$ cat config.mk
export PLATFORM = sky130hd
export DESIGN_NAME = serial_subtractor_flat
export DESIGN_NICKNAME = d
export VERILOG_FILES = /design/src/rtl/serial_subtractor_pkg.sv /design/src/rtl/serial_subtractor_if.sv /design/src/rtl/serial_subtractor_digit_adder.sv /design/src/rtl/serial_subtractor.sv /design/src/flat_wrapper.sv
export SDC_FILE = /design/constraint.sdc
export NUM_CORES = 1
export LEC_CHECK = 0
export ABC_CLOCK_PERIOD_IN_PS = 4200
export BUFFER_PORTS_ARGS = -buffer_cell sky130_fd_sc_hd__buf_2
export CORE_AREA = 8 8 129 101
export CTS_CLUSTER_SIZE = 20
export DETAILED_ROUTE_END_ITERATION = 6
export DIE_AREA = 0 0 137 109
export PLACE_DENSITY_LB_ADDON = 0.05
export SETUP_SLACK_MARGIN = 0.05
export SYNTH_ARGS = -nofsm -noshare
export SYNTH_HDL_FRONTEND = slang
export SYNTH_HIERARCHICAL = 1
export SYNTH_SLANG_ARGS = --single-unit
$ cat constraint.sdc
create_clock -name Clk -period 4.2 [get_ports Clk]
set_clock_uncertainty 0.05 [all_clocks]
set_input_delay 0.84 -clock Clk [delete_from_list [all_inputs] [get_ports Clk]]
set_output_delay 0.84 -clock Clk [all_outputs]
set_load 0.1 [all_outputs]
$ cat src/rtl/serial_subtractor_pkg.sv
// Shared definitions for the serial subtractor: default operand/digit widths,
// the controller state encoding and a counter-width helper.
package serial_sub_pkg;

    localparam int DEF_WIDTH  = 16;
    localparam int DEF_DIGIT  = 4;
    localparam int DEF_DIGITS = DEF_WIDTH / DEF_DIGIT;

    typedef enum logic [1:0] {
        IDLE = 2'd0,
        RUN  = 2'd1,
        DONE = 2'd2
    } state_t;

    // Width of a counter that must reach n-1; never narrower than one bit.
    function automatic int cnt_width(input int n);
        return (n > 1) ? $clog2(n) : 1;
    endfunction

endpackage

$ cat src/rtl/serial_subtractor_if.sv
// Operation bus of the serial subtractor. The master (controller) raises start
// with operands A/B; the request is taken on any rising edge where ready=1.
// done pulses for one cycle when Diff/BO (and OV when SUB_OVERFLOW_EN is
// defined) hold a new result; those outputs stay stable until the next one.
interface serial_subtractor_if
    import serial_sub_pkg::*;
#(
    parameter int WIDTH = DEF_WIDTH
) ();

    logic             start;
    logic [WIDTH-1:0] A;
    logic [WIDTH-1:0] B;
    logic             ready;
    logic             done;
    logic [WIDTH-1:0] Diff;
    logic             BO;
`ifdef SUB_OVERFLOW_EN
    logic             OV;

    modport master (output start, A, B, input ready, done, Diff, BO, OV);
    modport slave  (input start, A, B, output ready, done, Diff, BO, OV);
`else
    modport master (output start, A, B, input ready, done, Diff, BO);
    modport slave  (input start, A, B, output ready, done, Diff, BO);
`endif

endinterface

$ cat src/rtl/serial_subtractor_digit_adder.sv
// One-digit ripple-carry adder used as the datapath slice of the serial
// subtractor: sum_o/cout_o = a_i + b_i + cin_i.
module digit_adder #(
    parameter int DIGIT = 4
) (
    input  logic [DIGIT-1:0] a_i,
    input  logic [DIGIT-1:0] b_i,
    input  logic             cin_i,
    output logic [DIGIT-1:0] sum_o,
    output logic             cout_o
);

    logic [DIGIT:0] carry;

    // Ripple the carry through each bit of the digit.
    always_comb begin
        carry    = '0;
        sum_o    = '0;
        carry[0] = cin_i;
        for (int i = 0; i < DIGIT; i++) begin
            sum_o[i]     = a_i[i] ^ b_i[i] ^ carry[i];
            carry[i + 1] = (a_i[i] & b_i[i]) | (carry[i] & (a_i[i] ^ b_i[i]));
        end
        cout_o = carry[DIGIT];
    end

endmodule

$ cat src/rtl/serial_subtractor.sv
// Digit-serial subtractor: Diff = A - B computed as A + ~B + 1, one DIGIT-wide
// slice per clock, least significant digit first.
// Optional feature macro: SUB_OVERFLOW_EN adds the signed-overflow output OV.
module serial_subtractor
    import serial_sub_pkg::*;
#(
    parameter int WIDTH = DEF_WIDTH,
    parameter int DIGIT = DEF_DIGIT
) (
    input  logic                Clk,
    input  logic                Reset,
    serial_subtractor_if.slave  sub_if,
    output state_t              dbg_state_o
);

    localparam int            N    = WIDTH / DIGIT;
    localparam int            CW   = cnt_width(N);
    localparam int            RW   = WIDTH - DIGIT;
    localparam logic [CW-1:0] LAST = CW'(N - 1);

    state_t           state_q, state_d;
    logic [WIDTH-1:0] a_q, a_d;
    logic [WIDTH-1:0] nb_q, nb_d;
    logic             carry_q, carry_d;
    logic [CW-1:0]    cnt_q, cnt_d;
    logic [RW-1:0]    res_q, res_d;
    logic [WIDTH-1:0] diff_q, diff_d;
    logic             bo_q, bo_d;
`ifdef SUB_OVERFLOW_EN
    logic             a_sign_q, a_sign_d;
    logic             b_sign_q, b_sign_d;
    logic             ov_q, ov_d;
`endif

    logic [DIGIT-1:0] sum;
    logic             cout;
    logic             ready;

    digit_adder #(.DIGIT(DIGIT)) u_digit_adder (
        .a_i    (a_q[DIGIT-1:0]),
        .b_i    (nb_q[DIGIT-1:0]),
        .cin_i  (carry_q),
        .sum_o  (sum),
        .cout_o (cout)
    );

    // A new operation can be taken both when idle and in the result cycle.
    assign ready = (state_q == IDLE) || (state_q == DONE);

    // Next-state and datapath update; result registers move only when the last digit lands.
    always_comb begin
        state_d = state_q;
        a_d     = a_q;
        nb_d    = nb_q;
        carry_d = carry_q;
        cnt_d   = cnt_q;
        res_d   = res_q;
        diff_d  = diff_q;
        bo_d    = bo_q;
`ifdef SUB_OVERFLOW_EN
        a_sign_d = a_sign_q;
        b_sign_d = b_sign_q;
        ov_d     = ov_q;
`endif
        case (state_q)
            IDLE, DONE: begin
                if (sub_if.start) begin
                    a_d     = sub_if.A;
                    nb_d    = ~sub_if.B;
                    carry_d = 1'b1;
                    cnt_d   = '0;
`ifdef SUB_OVERFLOW_EN
                    a_sign_d = sub_if.A[WIDTH-1];
                    b_sign_d = sub_if.B[WIDTH-1];
`endif
                    state_d = RUN;
                end else begin
                    state_d = IDLE;
                end
            end
            RUN: begin
                a_d     = a_q >> DIGIT;
                nb_d    = nb_q >> DIGIT;
                carry_d = cout;
                res_d   = RW'({sum, res_q} >> DIGIT);
                cnt_d   = cnt_q + 1'b1;
                if (cnt_q == LAST) begin
                    diff_d  = {sum, res_q};
                    bo_d    = ~cout;
                    cnt_d   = '0;
`ifdef SUB_OVERFLOW_EN
                    ov_d = (a_sign_q != b_sign_q) && (sum[DIGIT-1] != a_sign_q);
`endif
                    state_d = DONE;
                end
            end
            default: state_d = IDLE;
        endcase
    end

    // FSM state register.
    always_ff @(posedge Clk or posedge Reset) begin
        if (Reset) state_q <= IDLE;
        else       state_q <= state_d;
    end

    // Operand shifters, carry, digit counter and result registers.
    always_ff @(posedge Clk or posedge Reset) begin
        if (Reset) begin
            a_q     <= '0;
            nb_q    <= '0;
            carry_q <= 1'b0;
            cnt_q   <= '0;
            res_q   <= '0;
            diff_q  <= '0;
            bo_q    <= 1'b0;
`ifdef SUB_OVERFLOW_EN
            a_sign_q <= 1'b0;
            b_sign_q <= 1'b0;
            ov_q     <= 1'b0;
`endif
        end else begin
            a_q     <= a_d;
            nb_q    <= nb_d;
            carry_q <= carry_d;
            cnt_q   <= cnt_d;
            res_q   <= res_d;
            diff_q  <= diff_d;
            bo_q    <= bo_d;
`ifdef SUB_OVERFLOW_EN
            a_sign_q <= a_sign_d;
            b_sign_q <= b_sign_d;
            ov_q     <= ov_d;
`endif
        end
    end

    assign sub_if.ready = ready;
    assign sub_if.done  = (state_q == DONE);
    assign sub_if.Diff  = diff_q;
    assign sub_if.BO    = bo_q;
`ifdef SUB_OVERFLOW_EN
    assign sub_if.OV    = ov_q;
`endif
    assign dbg_state_o  = state_q;

endmodule

$ cat src/flat_wrapper.sv
// flat-port wrapper written by rule: the top's interface ports become plain ports
module serial_subtractor_flat import serial_sub_pkg::*;
#(
    parameter int WIDTH = DEF_WIDTH,
    parameter int DIGIT = DEF_DIGIT
)
  (Clk, Reset, dbg_state_o, sub_if_start, sub_if_A, sub_if_B, sub_if_ready, sub_if_done, sub_if_Diff, sub_if_BO);
  serial_subtractor_if #(.WIDTH(WIDTH)) sub_if_i ();
  input  logic Clk;
  input  logic Reset;
  output state_t dbg_state_o;
  input wire logic [$bits(sub_if_i.start)-1:0] sub_if_start;
  input wire logic [$bits(sub_if_i.A)-1:0] sub_if_A;
  input wire logic [$bits(sub_if_i.B)-1:0] sub_if_B;
  output wire logic [$bits(sub_if_i.ready)-1:0] sub_if_ready;
  output wire logic [$bits(sub_if_i.done)-1:0] sub_if_done;
  output wire logic [$bits(sub_if_i.Diff)-1:0] sub_if_Diff;
  output wire logic [$bits(sub_if_i.BO)-1:0] sub_if_BO;
  assign sub_if_i.start = sub_if_start;
  assign sub_if_i.A = sub_if_A;
  assign sub_if_i.B = sub_if_B;
  assign sub_if_ready = sub_if_i.ready;
  assign sub_if_done = sub_if_i.done;
  assign sub_if_Diff = sub_if_i.Diff;
  assign sub_if_BO = sub_if_i.BO;
  serial_subtractor #(.WIDTH(WIDTH), .DIGIT(DIGIT)) u_core (.Clk(Clk), .Reset(Reset), .sub_if(sub_if_i), .dbg_state_o(dbg_state_o));
endmodule
==> flow_summary_export.csv <==
group,metric,value,unit
logic_synthesis,ys_types,25,
routing,routed_via_density,4.57,
cts,root_buffer,"clkbuf_16",
min_path,holdPathEnd,"u_core/sub_if.Diff[10]$_DFFE_PP0P_",
logic_synthesis,yosys_warnings,6,
floorplan,pin_count,56,
logic_synthesis,ys_ff_latch,66,
cells_and_area,multi_input_area,1370,µm²
critical_path,required,3.31,ns
logic_synthesis,syn_area,3220,µm²
placed_design,io_buffers,55,
logic_synthesis,syn_inst,274,
critical_path,crit_fanout,26,
global_routing,grt_pass1_vias,2135,
global_routing,antenna_found_initial,0,
logic_synthesis,yosys.area.top_type_share,51.3,%
cts,clock-sinks,66,
cells_and_area,final_design_area_no_fill,3850,µm²
global_routing,overflow,0,
critical_path,cp-end-kind,"output pin",
cts,path_clk_slew,0.05,ns
cells_and_area,n_fill_cell,1133,
logic_synthesis,synth_top_area_cell,"dfrtp_1",
global_routing,grt_start_max_net_pins,58,
placed_design,hpwl,4880,µm
timing,fmax,365,MHz
critical_path,rr_startpoint,"u_core/a_q[0]$_DFFE_PP0P_",
logic_synthesis,syn-num-nets,314,
routing,vias,2155,
routing,drtIter0Drc,86,
routing,drc_errors,0,
timing,post-route-period-util,65.2,%
cts,numCtsBuffers,9,
global_routing,grt_use_total,10.6,%
floorplan,die-area,14900,µm²
timing,slew_viol_final,0,
timing,post-route-min-period,2.74,ns
routing,first_pass_iters,4,
timing,slew_headroom,59.9,%
critical_path,start_kind,"flip-flop",
critical_path,critPathMaxStageDelay,0.59,ns
run_status,status,"finished clean",
placed_design,gp_congestion,0.645,
timing,setup_viol,0,
cts,htree_levels,3,
cts,hold_buffers,0,
timing,rsz0062_at_grt,"false",
floorplan,initial_utilization,28.9,%
critical_path,reg2reg_to,"u_core/sub_if.Diff[15]$_DFFE_PP0P_",
global_routing,grt_pass1_wl,12000,µm
logic_synthesis,seq_area_frac_synth,51.3,%
cells_and_area,final_nets,363,
floorplan,die_w,137,µm
placed_design,dpl-instance-area,3570,µm²
floorplan,die_h,109,µm
flow_run,drv_cap,0,
logic_synthesis,yosys-top-cells-area,"dfrtp_1, mux2i_1, mux2_2",
floorplan,placementRows,34,
cells_and_area,syn_to_final_growth,19.8,%
cts,insertion_delay,0.33,ns
floorplan,core,11100,µm²
cells_and_area,drive_gt1_share,32.3,%
routing,ant_nets,0,
critical_path,path_class,"reg -> out",
logic_synthesis,avgSynthCellArea,11.7,µm²
critical_path,r2r_cells,9,
min_path,holdPathStages,1,
timing,finalHoldViolations,0,
critical_path,worst_ep_arrival_time,1.85,ns
placed_design,pre_cts_ws,1.79,ns
cts,cts_resized,0,
cts,cts_tree,"built",
cells_and_area,seqCellArea,1650,µm²
routing,wire_per_inst,15.7,µm
timing,worst_slew_pin_slew,0.601,ns
critical_path,cp_slowest_cell,"dfrtp_2",
min_path,holdCritStartpoint,"u_core/sub_if.Diff[10]$_DFFE_PP0P_",
cells_and_area,diodes,0,
critical_path,crit_chain,"inv_1, buf_2",
critical_path,r2r_slack,1.93,ns
cts,cts_buffer_depth,2,
min_path,hold_path_class,"reg -> reg",
timing,worst_slack,1.46,ns
routing,drt_wl_total,7430,µm
cells_and_area,fin_util,34.6,%
timing,final.setup.tns,0,ns
cts,post-cts-setup-buffers,0,
## synth_stat cells
cell type / instances
a21o_1: 1
buf_2: 12
a211oi_1: 12
mux2_4: 7
a22o_1: 4
buf_1: 1
ha_1: 1
fa_1: 4
nor3_1: 6
buf_6: 5
nand2_1: 11
mux2i_1: 29
nand3_1: 5
nand3b_4: 1
mux2_2: 21
a21oi_1: 18
nor2_1: 3
inv_1: 16
buf_4: 1
nor2b_1: 24
clkbuf_1: 2
nor2b_4: 1
o21ai_0: 16
dfrtp_1: 66
o211ai_1: 7
## registers in the layout, summed over array words and instances (netlist names)
signal	count
u_core/a_q	16
u_core/nb_q	16
u_core/sub_if.Diff	16
u_core/res_q	12
u_core/cnt_q	2
u_core/dbg_state_o	2
u_core/carry_q	1
u_core/sub_if.BO	1
## critical path, delay by kind of cell (launching register included)
kind     cells  cell delay (ns)
flops        1             0.59
buf+inv      2             0.92
## routing by layer
metal | global-route usage, % | vias to the layer above | part of all wire (%)
met4 | 4.18 | 0 | 1.1
met5 | 0 | - | 0
met3 | 4.79 | 9 | 7.1
met2 | 14.4 | 46 | 41
li1 | - | 1058 | -
met1 | 14.4 | 1042 | 51
## cell families (layout without fill, tap and decap cells)
| group | count (synthesis) | in the layout | synth area share (%) |
|---|---|---|---|
| DFF | 66 | 66 | 51.3 |
| AOI/OAI and AO/OA | 58 | 58 | 11.0 |
| muxes | 57 | 57 | 19.6 |
| and+or+nand+nor | 51 | 51 | 9.06 |
| buffers and inverters | 37 | 91 | 6.07 |
| adders and majority gates | 5 | 5 | 2.88 |
## area by class of cell
type,count,share of cell area [%]
clock inverters,2,0.260
multi-input cells,171,35.6
flip-flops and latches,66,42.9
repair buffers,59,7.92
clock buffers,14,7.11
well taps,144,4.67
inverters,16,1.56
## worst max-delay path by stage
stage | startpoint | slack [ns] | endpoint | depth (start not counted)
2_1_floorplan | u_core/dbg_state_o[1]$_DFFE_PP0P_ | 0.57 | sub_if_done | 3
6_report | u_core/dbg_state_o[0]$_DFFE_PP0P_ | 1.46 | sub_if_ready | 2
3_3_place_gp | u_core/dbg_state_o[0]$_DFFE_PP0P_ | 1.79 | sub_if_ready | 2
4_1_cts | u_core/dbg_state_o[0]$_DFFE_PP0P_ | 1.43 | sub_if_ready | 2
5_1_grt | u_core/dbg_state_o[0]$_DFFE_PP0P_ | 1.33 | sub_if_ready | 2
3_5_place_dp | u_core/dbg_state_o[0]$_DFFE_PP0P_ | 1.79 | sub_if_ready | 2
## cells in the final DEF (no fill, tap or decap), types with 3 or more instances in the layout
cell type,n
mux2_4,7
nand2_1,11
a21oi_1,18
a211oi_1,12
clkbuf_8,3
nor3_1,6
inv_1,15
nor2b_1,24
mux2i_1,29
a22o_1,4
mux2_2,21
fa_1,4
o21ai_0,16
clkbuf_16,9
nor2_1,3
nand3_1,5
o211ai_1,7
dfrtp_1,64
buf_2,55
buf_4,4
## through the flow
step | hold WS [ns] | std cells
after floorplan | 0.415 | 274
after global placement | 0.435 | 456
after detailed placement | 0.437 | 456
after CTS | 0.450 | 472
after global routing | 0.465 | 472
final | 0.447 | 472
Power is not shown: default switching activity piles up to over one toggle a cycle in this logic, so the estimate is an artifact.
